===== src/rtl/seq_multiplier32.sv =====
// rtl/seq_multiplier32.sv - iterative unsigned shift-and-add multiplier with start/busy/done handshake
// Optional MULT_ZERO_BYPASS_EN: zero operands finish one cycle after acceptance.
module seq_multiplier32 #(
    parameter int WIDTH = 32
) (
    input  logic                 clk,
    input  logic                 rst_n,
    input  logic                 start,
    input  logic [WIDTH-1:0]     a,
    input  logic [WIDTH-1:0]     b,
    output logic                 busy,
    output logic                 done,
    output logic [2*WIDTH-1:0]   product
);

    localparam int CW = $clog2(WIDTH) + 1;

    typedef enum logic [1:0] {
        IDLE = 2'd0,
        RUN  = 2'd1,
        DONE = 2'd2
    } state_t;

    state_t            state;
    state_t            state_next;
    logic [WIDTH-1:0]  mcand;
    logic [WIDTH-1:0]  acc_hi;
    logic [WIDTH-1:0]  acc_lo;
    logic [CW-1:0]     cnt;
    logic [2*WIDTH-1:0] product_q;

    logic              accept;
    logic              last;
    logic              zero_op;
    logic [WIDTH:0]    sum;
    logic [WIDTH-1:0]  acc_hi_next;
    logic [WIDTH-1:0]  acc_lo_next;

    // One ripple-adder step: carry-out becomes the top bit of the shifted accumulator.
    assign sum         = {1'b0, acc_hi} + (acc_lo[0] ? {1'b0, mcand} : {(WIDTH+1){1'b0}});
    assign acc_hi_next = sum[WIDTH:1];
    assign acc_lo_next = {sum[0], acc_lo[WIDTH-1:1]};

    assign accept = start && (state != RUN);
    assign last   = (cnt == CW'(WIDTH - 1));

`ifdef MULT_ZERO_BYPASS_EN
    assign zero_op = (a == '0) || (b == '0);
`else
    assign zero_op = 1'b0;
`endif

    always_comb begin
        state_next = state;
        case (state)
            IDLE, DONE: begin
                if (start) begin
                    state_next = zero_op ? DONE : RUN;
                end else begin
                    state_next = IDLE;
                end
            end
            RUN: begin
                if (last) begin
                    state_next = DONE;
                end
            end
            default: state_next = IDLE;
        endcase
    end

    always_ff @(posedge clk or negedge rst_n) begin
        if (!rst_n) begin
            state <= IDLE;
        end else begin
            state <= state_next;
        end
    end

    always_ff @(posedge clk or negedge rst_n) begin
        if (!rst_n) begin
            mcand     <= '0;
            acc_hi    <= '0;
            acc_lo    <= '0;
            cnt       <= '0;
            product_q <= '0;
        end else if (accept) begin
            mcand  <= a;
            acc_lo <= b;
            acc_hi <= '0;
            cnt    <= '0;
            if (zero_op) begin
                product_q <= '0;
            end
        end else if (state == RUN) begin
            acc_hi <= acc_hi_next;
            acc_lo <= acc_lo_next;
            cnt    <= cnt + CW'(1);
            if (last) begin
                product_q <= {acc_hi_next, acc_lo_next};
            end
        end
    end

    assign busy    = (state == RUN);
    assign done    = (state == DONE);
    assign product = product_q;

endmodule


===== config.mk =====
export PLATFORM = sky130hd
export DESIGN_NAME = seq_multiplier32
export DESIGN_NICKNAME = d
export VERILOG_FILES = /design/src/rtl/seq_multiplier32.sv
export SDC_FILE = /design/constraint.sdc
export NUM_CORES = 1
export LEC_CHECK = 0
export CAP_MARGIN = 20
export CORE_MARGIN = 1
export CORE_UTILIZATION = 55
export DETAILED_ROUTE_END_ITERATION = 10
export PLACE_DENSITY_LB_ADDON = 0.3
export SYNTH_ARGS = -nofsm -noshare
export SYNTH_HDL_FRONTEND = slang
export SYNTH_SLANG_ARGS = --single-unit

===== constraint.sdc =====
create_clock -name clk -period 3 [get_ports clk]
set_input_delay 0.45 -clock clk [delete_from_list [all_inputs] [get_ports clk]]
set_output_delay 0.45 -clock clk [all_outputs]
set_load 0.05 [all_outputs]

; Yosys cells after proc, flatten, opt, wreduce, memory -nomap -nowiden
; Index checks and enable logic that the tools add are counted.
[word_totals]
register_bits = 168
input_bits = 67
output_inout_bits = 66
elab_cells = 29
[classes]
add_sub_neg = 2
eq_ne = 5
n_mux = 10
bitwise = 1
reduce_logical = 5
[op_table]
columns = operator, count
row1 = $mux 32, 5
row2 = $add 32x32->33, 1
row3 = $mux 6, 2
row4 = $add 6x1->6 const B, 1
row5 = $eq 6x5->1 const B, 1
row6 = $ne 2x1->1 const B, 2
row7 = $pmux 2 s2, 1
row8 = $reduce_and 3->1, 1
row9 = $eq 2x1->1 const B, 1
row10 = $eq 2x2->1 const B, 1
row11 = $logic_not 2->1, 1
row12 = $mux 2, 1
row13 = $reduce_bool 2->1, 1
row14 = $reduce_or 2->1, 1
row15 = $logic_and 1x1->1, 1
row16 = $mux 1, 1
row17 = $not 1->1, 1

; Depth between registers and ports, before layout
; Gate-level depths: netlist of the first run.
[logic_depth]
ltp_word = 4
depth_mapped = 10
ltp_nobuf = 9

; Worst setup path after synthesis of the first run
; Ideal clock, no wire load.
[synth_path]
kind = register -> register
startpoint = reg acc_lo[0]
endpoint = reg product_q[57], in the netlist product[57]
setup_time_ps = 133
t_arrival_ps = 2526
setup_slack_ps = 341
stages_incl_launch_ff = 10
n_path_buf = 1
period_less_slack_ps = 2659
path_cell_list = dfrtp_1 clkbuf_1 and2_1 fa_1 a211oi_2 o211ai_2 a21bo_1 a211o_2 a2111oi_4 o31ai_1
[synth_between]
elab_chain_cells = 2
[synth_rtl]
columns = item, line_no
row1 = "start, declared", 28  ; logic [WIDTH-1:0] acc_lo;
row2 = "start signal, assigned", 97  ; acc_lo <= acc_lo_next;
row3 = $mux 32, 40  ; assign sum = {1'b0, acc_hi} + (acc_lo[0] ? {1'b0, mcand} : {(WIDTH+1){1'b0}});
row4 = $add 32x32->33, 40
row5 = "end signal, assigned", 100  ; product_q <= {acc_hi_next, acc_lo_next};
row6 = "end, declared", 30  ; logic [2*WIDTH-1:0] product_q;
; Every way passes these cells.
; A chain may end at the register's enable or synchronous reset.

; Worst setup path in the final report of the first run
; Ends and elaborated chain as after synthesis.

==> results.tsv, run 1 <==
stage	metric	value	unit
power_and_ir_drop	swShare	40.12	%
critical_path	criticalPathCategory	flop to flop	
routing	avgViaCountPerCell	5.717	
synth	synth_fa_ha_area_share	4.894	%
power_and_ir_drop	power_frac_comb	41.8	%
sta	fmax	0.3530	GHz
global_routing	grt_usage	28.47	%
power_and_ir_drop	p_total	9.466	mW
synth	synth_edf_count	0	
critical_path	crit_required	3.29	ns
placement	gp_congestion	0.9398	
critical_path	crit_arrival	3.12	ns
layout	fillers	1211	
critical_path	crit_slowest_cell	fa_1	
critical_path	path_cells	buf_4 -> and2_1 -> fa_1 -> a211oi_2 -> o211ai_2 -> a21bo_1 -> a211o_2 -> a2111oi_4 -> o31ai_1	
sta	setup_viol	0	
cts	cts_num_sinks	168	
synth	synth_top_family_by_area	simple AND/OR/NAND/NOR gates	
global_routing	grt-ovfl-total	0	
cts	cts.path.max_buffers	2	
layout	drive_above_1_share	10.59	%
critical_path	crit_path_start_kind	flop	
power_and_ir_drop	p_sw	3.798	mW
global_routing	antenna_found_initial	0	
critical_path	cp-endpoint	product[57]$_DFFE_PN0P_	
routing	drt-total-wl	22120	microns
floorplanning	core	0.01543	sq mm
cts	worstSkewPairLatency	0.44	ns
routing	avgRoutedWirePerCell	17.43	microns
synth	synth_xor_xnor_area_share	2.079	%
critical_path	reg2regPathDepth	9	
floorplanning	row_count	45	
critical_path	slowest_delay	0.45	ns
floorplanning	io_pins	133	
critical_path	end_kind	flop	
layout	design_area	0.01098	sq mm
floorplanning	start_util	57.34	%
critical_path	crit_fanout	23	
sta	finalMaxSlewViolations	0	
placement	hpwl	15430	microns
synth	synthArstFlopShare	100.0	%
cts	cts_tree	built	
sta	fin_setup_tns	0	ns
synth	synth_area	0.008846	sq mm
routing	drt-initial-drc-count	519	
cts	clockRootBuffer	clkbuf_16	
critical_path	critPathLaunch	acc_lo[0]$_DFFE_PN0P_	
synth	synth_warnings	0	
sta	tightest_slew	0.8233	ns
synth	avgSynthCellArea	9.563	sq um
synth	synth-simple-area-share	18.08	%
synth	synth-compound-area-share	15.52	%
status	outcome	completed	
power_and_ir_drop	p_int	5.669	mW
sta	worst_clock_skew	0.01179	ns
worst_hold_path	hp-class	flop to flop	
power_and_ir_drop	clkPwrFrac	23.6	%
floorplanning	die_height	128.8	microns
cts	clk_pin_slew_worst_paths	0.07	ns
sta	setup_slack	0.1670	ns
placement	post-place-ws	0.1826	ns
cts	cts_buffers	17	
synth	ys_ff_latch	168	
critical_path	r2r-end	product[57]$_DFFE_PN0P_	
layout	insertedDiodeCount	0	
routing	detail-route-antenna-nets	0	
synth	synth_cell_types	75	
synth	yosysTopAreaCell	dfrtp_1	
cts	htreeDepth	4	
synth	syn_inst	925	
synth	synthMuxAreaShare	8.939	%
sta	slew_headroom	45.11	%
critical_path	reg2reg_from	acc_lo[0]$_DFFE_PN0P_	
synth	synth_flop_cell	dfrtp_1	
critical_path	reg2reg_slack	0.17	ns
synth	syn_nets	1026	
synth	synth_top_area_share	47.52	%
power_and_ir_drop	p_leak	5.007	nW
sta	rsz0062_at_grt	false	
synth	synthTopCellsByArea	dfrtp_1, nand2_1, mux2_2	
power_and_ir_drop	seq_power_share	34.6	%
placement	place_area	0.01037	sq mm
layout	layoutNonFillerInstCount	1269	
global_routing	grt_max_degree	75	
floorplanning	die_x	128.8	microns
routing	first_pass_iters	5	
synth	yosysSeqAreaShare	47.52	%
placement	numPortBuffers	132	
placement	placedCellCount	1236	
layout	syn2layout_area_growth	24.13	%
layout	fin_nets	1146	
floorplanning	dieArea	0.01659	sq mm
sta	period_minus_slack	2.833	ns
global_routing	grt_pass1_vias	7343	
routing	vias	7255	
sta	finalCritPeriodShare	94.43	%
global_routing	grt_pass1_wl	36510	microns
power_and_ir_drop	powerDensity	862.1	mW/mm^2
job	cap_viol_max_count	0	
routing	drc_errors	0	
cts	cts_setup_buffers	0	
power_and_ir_drop	peakVddDrop	0.0006209	V
sta	final_hold_viol_count	0	
[area by class of cell]
class	instances	area [sq um]	share of cell area (%)
Sequential cell	168	4204	38.29
Clock inverter	14	157.7	1.436
Clock buffer	18	439.2	4.000
Inverter	12	45.04	0.4102
Timing Repair Buffer	149	1483	13.50
Tap cell	211	264.0	2.404
Multi-Input combinational cell	697	4388	39.96
[critical path: cells and delay by family, from the launching register on]
family | cells | cell delay (ns)
adders and majority gates | 1 | 0.45
and+or+nand+nor | 1 | 0.19
AOI/OAI and AO/OA | 6 | 1.46
buffers and inverters | 1 | 0.20
DFF | 1 | 0.38
[repair_timing]
action | in CTS | in global routing
endpoints found under the hold margin | 50 | 0
hold buffers | 1 | 0
endpoints found under the setup margin | 0 | 3
gates resized for setup | 0 | 2
[stage by stage]
step | hold WS (ns) | utilization, %
after floorplan | 0.1544 | -
after global placement | 0.4293 | 67.19
after detailed placement | 0.4302 | 67.19
after CTS | 0.4793 | 71.13
after global routing | 0.4911 | 71.18
final | 0.4739 | 71.18
[kinds of logic after synthesis]
kind of cell,count (synthesis)
simple gates,359
compound gates,209
flops,168
mux,74
buf+inv,60
fa+ha+maj,34
xor+xnor,21
[sequential cells by signal, indices dropped and copies added, names as in the netlist]
name,cells
state,2
mcand,32
acc_lo,32
product,64
cnt,6
acc_hi,32
[worst min-delay path by stage]
stage / from / end / slack [ns] / cells past startpoint
global placement: rst_n / product[54]$_DFFE_PN0P_ / 0.43 / 1
global route: product[12]$_DFFE_PN0P_ / product[12]$_DFFE_PN0P_ / 0.49 / 2
CTS: product[58]$_DFFE_PN0P_ / product[58]$_DFFE_PN0P_ / 0.48 / 2
finish: product[4]$_DFFE_PN0P_ / product[4]$_DFFE_PN0P_ / 0.47 / 2
floorplan: rst_n / acc_hi[0]$_DFFE_PN0P_ / 0.15 / 0
detailed placement: rst_n / mcand[18]$_DFFE_PN0P_ / 0.43 / 1
[synth_stat cells (3+ instances only)]
master,n
buf_1,8
ha_1,33
o31ai_1,13
a31oi_1,5
o21ai_1,15
nor3_1,7
a211oi_1,4
nand2_1,235
xnor2_1,13
a21o_1,8
o21a_1,8
a22oi_1,3
mux2i_1,34
nor4_1,3
o211ai_1,5
a21oi_1,41
dfrtp_1,168
clkbuf_1,29
a22o_1,7
xor2_1,8
o21ai_0,65
nor2_1,27
and3_1,6
or3_1,3
and2_1,32
inv_1,11
nand4_1,9
nand3_1,18
buf_2,8
mux2_2,39
nand2b_1,4
o21bai_1,3
[cells in the final DEF (no fill, tap or decap), types with 4 or more instances in the layout]
cell	instances
inv_1	9
and3_1	6
nand2b_1	4
nand2_1	235
a22o_1	7
o21a_1	8
ha_1	33
dfrtp_1	168
xnor2_1	13
clkbuf_16	17
nand4_1	9
inv_8	5
mux2_2	39
o21ai_1	15
and2_1	32
a31oi_1	5
o21ai_0	65
clkdlybuf4s50_1	129
nand3_1	18
xor2_1	8
a21oi_1	39
o31ai_1	13
a21oi_2	4
a211oi_1	4
mux2i_1	34
a21o_1	8
nor3_1	7
o211ai_1	5
nor2_1	27
buf_4	14
[power groups by stage]
stage,combinational (mW),clock (mW),sequential (mW)
4_1_cts,3.90,2.26,3.28
6_report,3.95,2.23,3.28
5_1_grt,4.38,2.35,3.36
3_5_place_dp,3.86,0,3.30
3_3_place_gp,3.78,0,3.30
2_1_floorplan,2.92,0,3.21
[layer usage]
| layer | up-vias | global-route usage, % | wire length [microns] |
|---|---|---|---|
| met5 | - | 0 | 0 |
| met3 | 26 | 6.611 | 1243 |
| met2 | 216 | 45.34 | 10410 |
| li1 | 3469 | - | - |
| met4 | 0 | 8.028 | 303 |
| met1 | 3544 | 39.07 | 10160 |
Power figures use the tool's default switching activity.
==> inputs of run 2 (changes only) <==
- ABC_AREA: not set -> 1
- CTS_CLUSTER_SIZE: not set -> 25
- HOLD_SLACK_MARGIN: not set -> 0.1
==> results.tsv, run 2 <==
stage	metric	value	unit	change
cts	cts.path.max_buffers	2		unchanged
layout	layout_commonest_cell	nand2_1		
synth	synth_cell_types	35		-53%
global_routing	grt_max_degree	79		+5.3%
floorplanning	dieArea	0.01706	sq mm	+2.8%
layout	fillers	1360		+12%
synth	synthTopCellsByArea	dfrtp_1, nand2_1, inv_1		
sta	period_minus_slack	2.580	ns	-0.2533 ns
critical_path	crit_arrival	2.90	ns	-0.22 ns
routing	detail-route-antenna-nets	0		unchanged
sta	tightest_slew	0.7310	ns	-0.09229 ns
synth	ys_ff_latch	168		unchanged
synth	synth_edf_count	0		unchanged
power_and_ir_drop	powerDensity	926.5	mW/mm^2	+7.5%
routing	drc_errors	0		unchanged
cts	clockRootBuffer	clkbuf_16		
sta	worst_clock_skew	0.01034	ns	-0.001452 ns
floorplanning	start_util	56.87	%	-0.47 points
global_routing	antenna_found_initial	0		unchanged
floorplanning	core	0.01600	sq mm	+3.7%
worst_hold_path	hold_depth	2		unchanged
sta	fmax	0.3876	GHz	+9.8%
global_routing	grt_pass1_wl	38630	microns	+5.8%
synth	synth_common_cells	nand2_1, inv_1, dfrtp_1		
layout	ff_latch_area	0.004204	sq mm	unchanged
synth	synth_flop_cell	dfrtp_1		
critical_path	reg2regPathDepth	13		+4
routing	avgRoutedWirePerCell	14.68	microns	-16%
cts	clk_pin_slew_worst_paths	0.07	ns	about the same
layout	syn2layout_area_growth	23.86	%	
routing	first_pass_iters	5		unchanged
cts	cts_num_sinks	168		unchanged
power_and_ir_drop	p_leak	6.132	nW	+22%
synth	yosysTopAreaCell	dfrtp_1		
critical_path	crit_required	3.32	ns	+0.03 ns
sta	finalMaxSlewViolations	0		unchanged
cts	cts_buffers	17		unchanged
sta	rsz0062_at_grt	false		
placement	numPortBuffers	132		unchanged
layout	largest_reg_flops	64		unchanged
sta	slew_headroom	51.27	%	+6.2 points
critical_path	slowest_delay	0.58	ns	+0.13 ns
synth	syn_nets	1332		+30%
floorplanning	die_height	130.6	microns	+1.4%
cts	htreeDepth	4		unchanged
worst_hold_path	hp-class	flop to flop		
synth	synth_xor_xnor_area_share	1.347	%	-0.73 points
synth	synthArstFlopShare	100.0	%	unchanged
sta	fin_setup_tns	0	ns	unchanged
layout	insertedDiodeCount	0		unchanged
cts	cts_tree	built		
placement	hpwl	17030	microns	+10%
synth	synth_fa_ha_area_share	4.757	%	-0.14 points
synth	synthMuxAreaShare	0	%	-8.9 points
routing	drt-total-wl	23290	microns	+5.3%
sta	final_hold_viol_count	0		unchanged
global_routing	grt_usage	29.38	%	+0.91 points
routing	avgViaCountPerCell	5.117		-10%
synth	synth-simple-area-share	29.38	%	+11 points
critical_path	criticalPathCategory	flop to flop		
sta	finalCritPeriodShare	85.99	%	-8.4 points
floorplanning	io_pins	133		unchanged
power_and_ir_drop	peakVddDrop	0.0006730	V	+8.4%
synth	synth-compound-area-share	8.250	%	-7.3 points
global_routing	grt-ovfl-total	0		unchanged
critical_path	crit_fanout	20		-13%
cts	worstSkewPairLatency	0.44	ns	about the same
synth	yosysSeqAreaShare	46.20	%	-1.3 points
routing	drt-initial-drc-count	655		+26%
layout	drive_above_1_share	4.960	%	-5.6 points
routing	vias	8121		+12%
synth	yosysMostFrequentCell	nand2_1		
critical_path	end_kind	flop		
critical_path	path_cells	buf_12 -> nand2_1 -> inv_1 -> ha_1 -> nand2_1 -> nor2_1 -> nand2_1 -> nor2_1 -> nand2_1 -> nand3_1 -> nand2_1 -> nand3_1 -> nand2_1		
synth	synth_area	0.009100	sq mm	+2.9%
placement	gp_congestion	0.9903		+5.4%
layout	fin_nets	1459		+27%
floorplanning	row_count	46		+2.2%
critical_path	crit_path_start_kind	flop		
floorplanning	die_x	130.6	microns	+1.4%
synth	avgSynthCellArea	7.392	sq um	-23%
global_routing	grt_pass1_vias	7832		+6.7%
status	outcome	completed		
layout	final_cell_mix	nand2_1, inv_1, dfrtp_1		
synth	synth_warnings	0		unchanged
job	cap_viol_max_count	0		unchanged
power_and_ir_drop	p_total	10.44	mW	+10%
critical_path	cpMostUsedCell	nand2_1		
layout	multi_input_comb_area	0.003988	sq mm	-9.1%
critical_path	crit_slowest_cell	dfrtp_1		
synth	synth_top_area_share	46.20	%	-1.3 points
synth	syn_inst	1231		+33%
synth	synth_top_family_by_area	simple AND/OR/NAND/NOR gates		
sta	setup_viol	0		unchanged
run 2: cell families (layout without fill, tap and decap cells):
group	count (synthesis)	in the layout
buffers and inverters	226	366
flip-flops	168	168
AO/OA/AOI/OAI	120	120
adder cells (fa/ha/maj)	34	34
XOR/XNOR	14	14
AND/OR/NAND/NOR	669	669
run 2: worst paths after layout:
kind                       slack [ns]                       to                     from
max                              0.42  product[56]$_DFFE_PN0P_    acc_lo[0]$_DFFE_PN0P_
min                              0.47  product[31]$_DFFE_PN0P_  product[31]$_DFFE_PN0P_
max reg2reg                      0.42  product[56]$_DFFE_PN0P_    acc_lo[0]$_DFFE_PN0P_
min reg2reg                      0.47  product[31]$_DFFE_PN0P_  product[31]$_DFFE_PN0P_
max in group asynchronous        1.60  product[43]$_DFFE_PN0P_                    rst_n
min in group asynchronous        0.60     mcand[6]$_DFFE_PN0P_                    rst_n
run 2: repair_timing:
action	CTS	global route
hold buffers	1	0
resized for setup	0	0
setup buffers	0	0
hold endpoints to repair	37	0
run 2: per-stage QoR:
stage / std cells / cell area (sq um) / util [%] / hold slack [ns] / setup slack (ns)
after global placement: 1554 / 10630 / 66.44 / 0.4558 / 0.5326
after detailed placement: 1554 / 10630 / 66.44 / 0.4606 / 0.5105
after floorplan: 1231 / 9100 / - / 0.1544 / 0.8329
final: 1587 / 11270 / 70.44 / 0.4732 / 0.4203
after CTS: 1587 / 11270 / 70.44 / 0.4774 / 0.4551
after global routing: 1587 / 11270 / 70.44 / 0.5034 / 0.2222
run 2: per-layer routing:
metal | global-route usage [%] | wire length, microns
met4 | 8.452 | 401
met3 | 6.352 | 1388
met5 | 0 | 0
met2 | 47.71 | 10860
met1 | 39.71 | 10650
run 2: worst max-delay path, delay by kind of cell (launching register included):
kind          cells  cell delay, ns
flops             1            0.58
simple gates     10            1.17
fa+ha+maj         1            0.37
buf+inv           2            0.32
run 2: layout make-up:
class	instances	area share, %
Clock buffer	17	3.774
Clock inverter	15	1.821
Inverter	186	6.195
Multi-Input combinational cell	837	35.38
Sequential cell	168	37.30
Tap cell	216	2.398
Timing Repair Buffer	148	13.13
run 2: power by group:
| group | internal, mW | switching [mW] |
|---|---|---|
| clock | 1.34 | 1.00 |
| sequential | 2.99 | 0.449 |
| combinational | 1.55 | 3.10 |
| total | 5.89 | 4.55 |
==> inputs of run 3 (changes only) <==
- MAX_ROUTING_LAYER: not set -> met4
==> results.tsv, run 3 (synthesis results as in run 2) <==
stage	metric	value	unit	change
cts	cts.path.max_buffers	2		unchanged
job	cap_viol_max_count	0		unchanged
layout	syn2layout_area_growth	23.47	%	
routing	drc_errors	0		unchanged
critical_path	end_kind	output port		
placement	hpwl	17010	microns	-0.12%
global_routing	grt_pass1_wl	38000	microns	-1.6%
cts	clockRootBuffer	clkbuf_16		
cts	cts_buffers	17		unchanged
global_routing	grt_pass1_vias	7771		-0.78%
sta	finalMaxSlewViolations	0		unchanged
layout	largest_reg_flops	64		unchanged
cts	cts_tree	built		
layout	fillers	1353		-0.51%
power_and_ir_drop	p_leak	6.123	nW	-0.15%
critical_path	crit_required	2.55	ns	-0.77 ns
global_routing	grt_max_degree	81		+2.5%
layout	insertedDiodeCount	0		unchanged
floorplanning	dieArea	0.01706	sq mm	unchanged
layout	design_area	0.01124	sq mm	-0.31%
critical_path	criticalPathCategory	flop to output port		
floorplanning	start_util	56.87	%	unchanged
sta	setup_viol	0		unchanged
global_routing	grt_usage	30.07	%	+0.69 points
sta	finalCritPeriodShare	88.41	%	+2.4 points
cts	htreeDepth	4		unchanged
routing	drt-total-wl	23220	microns	-0.30%
floorplanning	die_height	130.6	microns	unchanged
sta	fmax	0.3770	GHz	-2.7%
routing	detail-route-antenna-nets	0		unchanged
layout	final_cell_mix	nand2_1, inv_1, dfrtp_1		
power_and_ir_drop	peakVddDrop	0.0007539	V	+12%
sta	slew_headroom	50.79	%	-0.48 points
worst_hold_path	hp-class	flop to flop		
critical_path	reg2reg_slack	0.40	ns	-0.02 ns
routing	avgViaCountPerCell	5.164		+0.91%
placement	numPortBuffers	132		unchanged
status	outcome	completed		
sta	final_hold_viol_count	0		unchanged
floorplanning	core	0.01600	sq mm	unchanged
cts	post_cts_resized	0		unchanged
cts	worstSkewPairLatency	0.44	ns	about the same
critical_path	crit_arrival	2.20	ns	-0.70 ns
routing	vias	8200		+0.97%
layout	layout_commonest_cell	nand2_1		
sta	worst_clock_skew	0.01246	ns	+0.002118 ns
floorplanning	die_x	130.6	microns	unchanged
routing	first_pass_iters	5		unchanged
layout	drive_above_1_share	4.956	%	about the same
sta	period_minus_slack	2.652	ns	+0.07260 ns
global_routing	antenna_found_initial	0		unchanged
placement	place_area	0.01064	sq mm	about the same
floorplanning	io_pins	133		unchanged
critical_path	crit_path_start_kind	flop		
placement	gp_congestion	1.034		+4.4%
sta	tightest_slew	0.7371	ns	+0.006139 ns
floorplanning	row_count	46		unchanged
power_and_ir_drop	powerDensity	918.8	mW/mm^2	-0.83%
critical_path	crit_fanout	24		+20%
cts	cts_num_sinks	168		unchanged
sta	fin_setup_tns	0	ns	unchanged
routing	avgRoutedWirePerCell	14.62	microns	-0.37%
global_routing	grt-ovfl-total	0		unchanged
cts	clk_pin_slew_worst_paths	0.07	ns	about the same
routing	drt-initial-drc-count	722		+10%
layout	fin_nets	1460		+0.069%
sta	rsz0062_at_grt	false		
run 3: critical path, stage by stage, from the launching register on:
cell and delay (ns):
dfrtp_1 0.36, inv_1 0.08, nand2_2 0.33, inv_2 0.43
buf_4 0.31, buf_4 0.24
run 3: layout make-up:
type / instances / area [sq um] / share of cell area, %
clock buffer: 18 / 429.2 / 3.820
clock inverter: 14 / 158.9 / 1.414
inverter: 186 / 698.2 / 6.214
multi-input combinational: 837 / 3988 / 35.49
sequential: 168 / 4204 / 37.42
tap: 216 / 270.3 / 2.405
timing repair buffer: 149 / 1488 / 13.24
run 3: stage by stage:
step,power [mW],hold slack [ns],setup WS [ns],utilization [%],std cells
after floorplan,6.513,0.1544,0.8329,-,1231
after global placement,8.010,0.4545,0.5251,66.48,1555
after detailed placement,8.102,0.4607,0.5140,66.48,1555
after CTS,10.34,0.4775,0.3615,70.22,1588
after global routing,10.90,0.4995,0.2405,70.22,1588
final,10.32,0.4762,0.3477,70.22,1588
run 3: report_power, final:
| group | internal, mW | switching (mW) | leakage, nW | total [mW] |
|---|---|---|---|---|
| Sequential | 2.99 | 0.447 | 2.06 | 3.44 |
| Clock | 1.19 | 1.03 | 0.288 | 2.22 |
| Combinational | 1.56 | 3.11 | 3.78 | 4.67 |
| Total | 5.74 | 4.59 | 6.12 | 10.3 |
run 3: layer usage:
metal / wire [microns] / GRT usage (%) / up-vias
met3: 1603 / 6.718 / 37
li1: - / - / 4079
met2: 10640 / 46.13 / 294
met4: 459 / 9.669 / 0
met1: 10520 / 39.71 / 3790
met5: 0 / - / -
run 3: worst paths after layout:
kind / start / endpoint / cells past startpoint
max in group asynchronous: rst_n / product[29]$_DFFE_PN0P_ / 3
hold reg to reg: product[31]$_DFFE_PN0P_ / product[31]$_DFFE_PN0P_ / 2
hold / removal: product[31]$_DFFE_PN0P_ / product[31]$_DFFE_PN0P_ / 2
setup reg to reg: acc_lo[0]$_DFFE_PN0P_ / product[55]$_DFFE_PN0P_ / 12
setup / recovery: state[1]$_DFFE_PN0P_ / busy / 5
min in group asynchronous: rst_n / mcand[6]$_DFFE_PN0P_ / 2
run 3: what timing repair did:
item                                   CTS  global route
endpoints found under the hold margin   45             0
hold buffers                             1             0
buffers inserted                         0             0
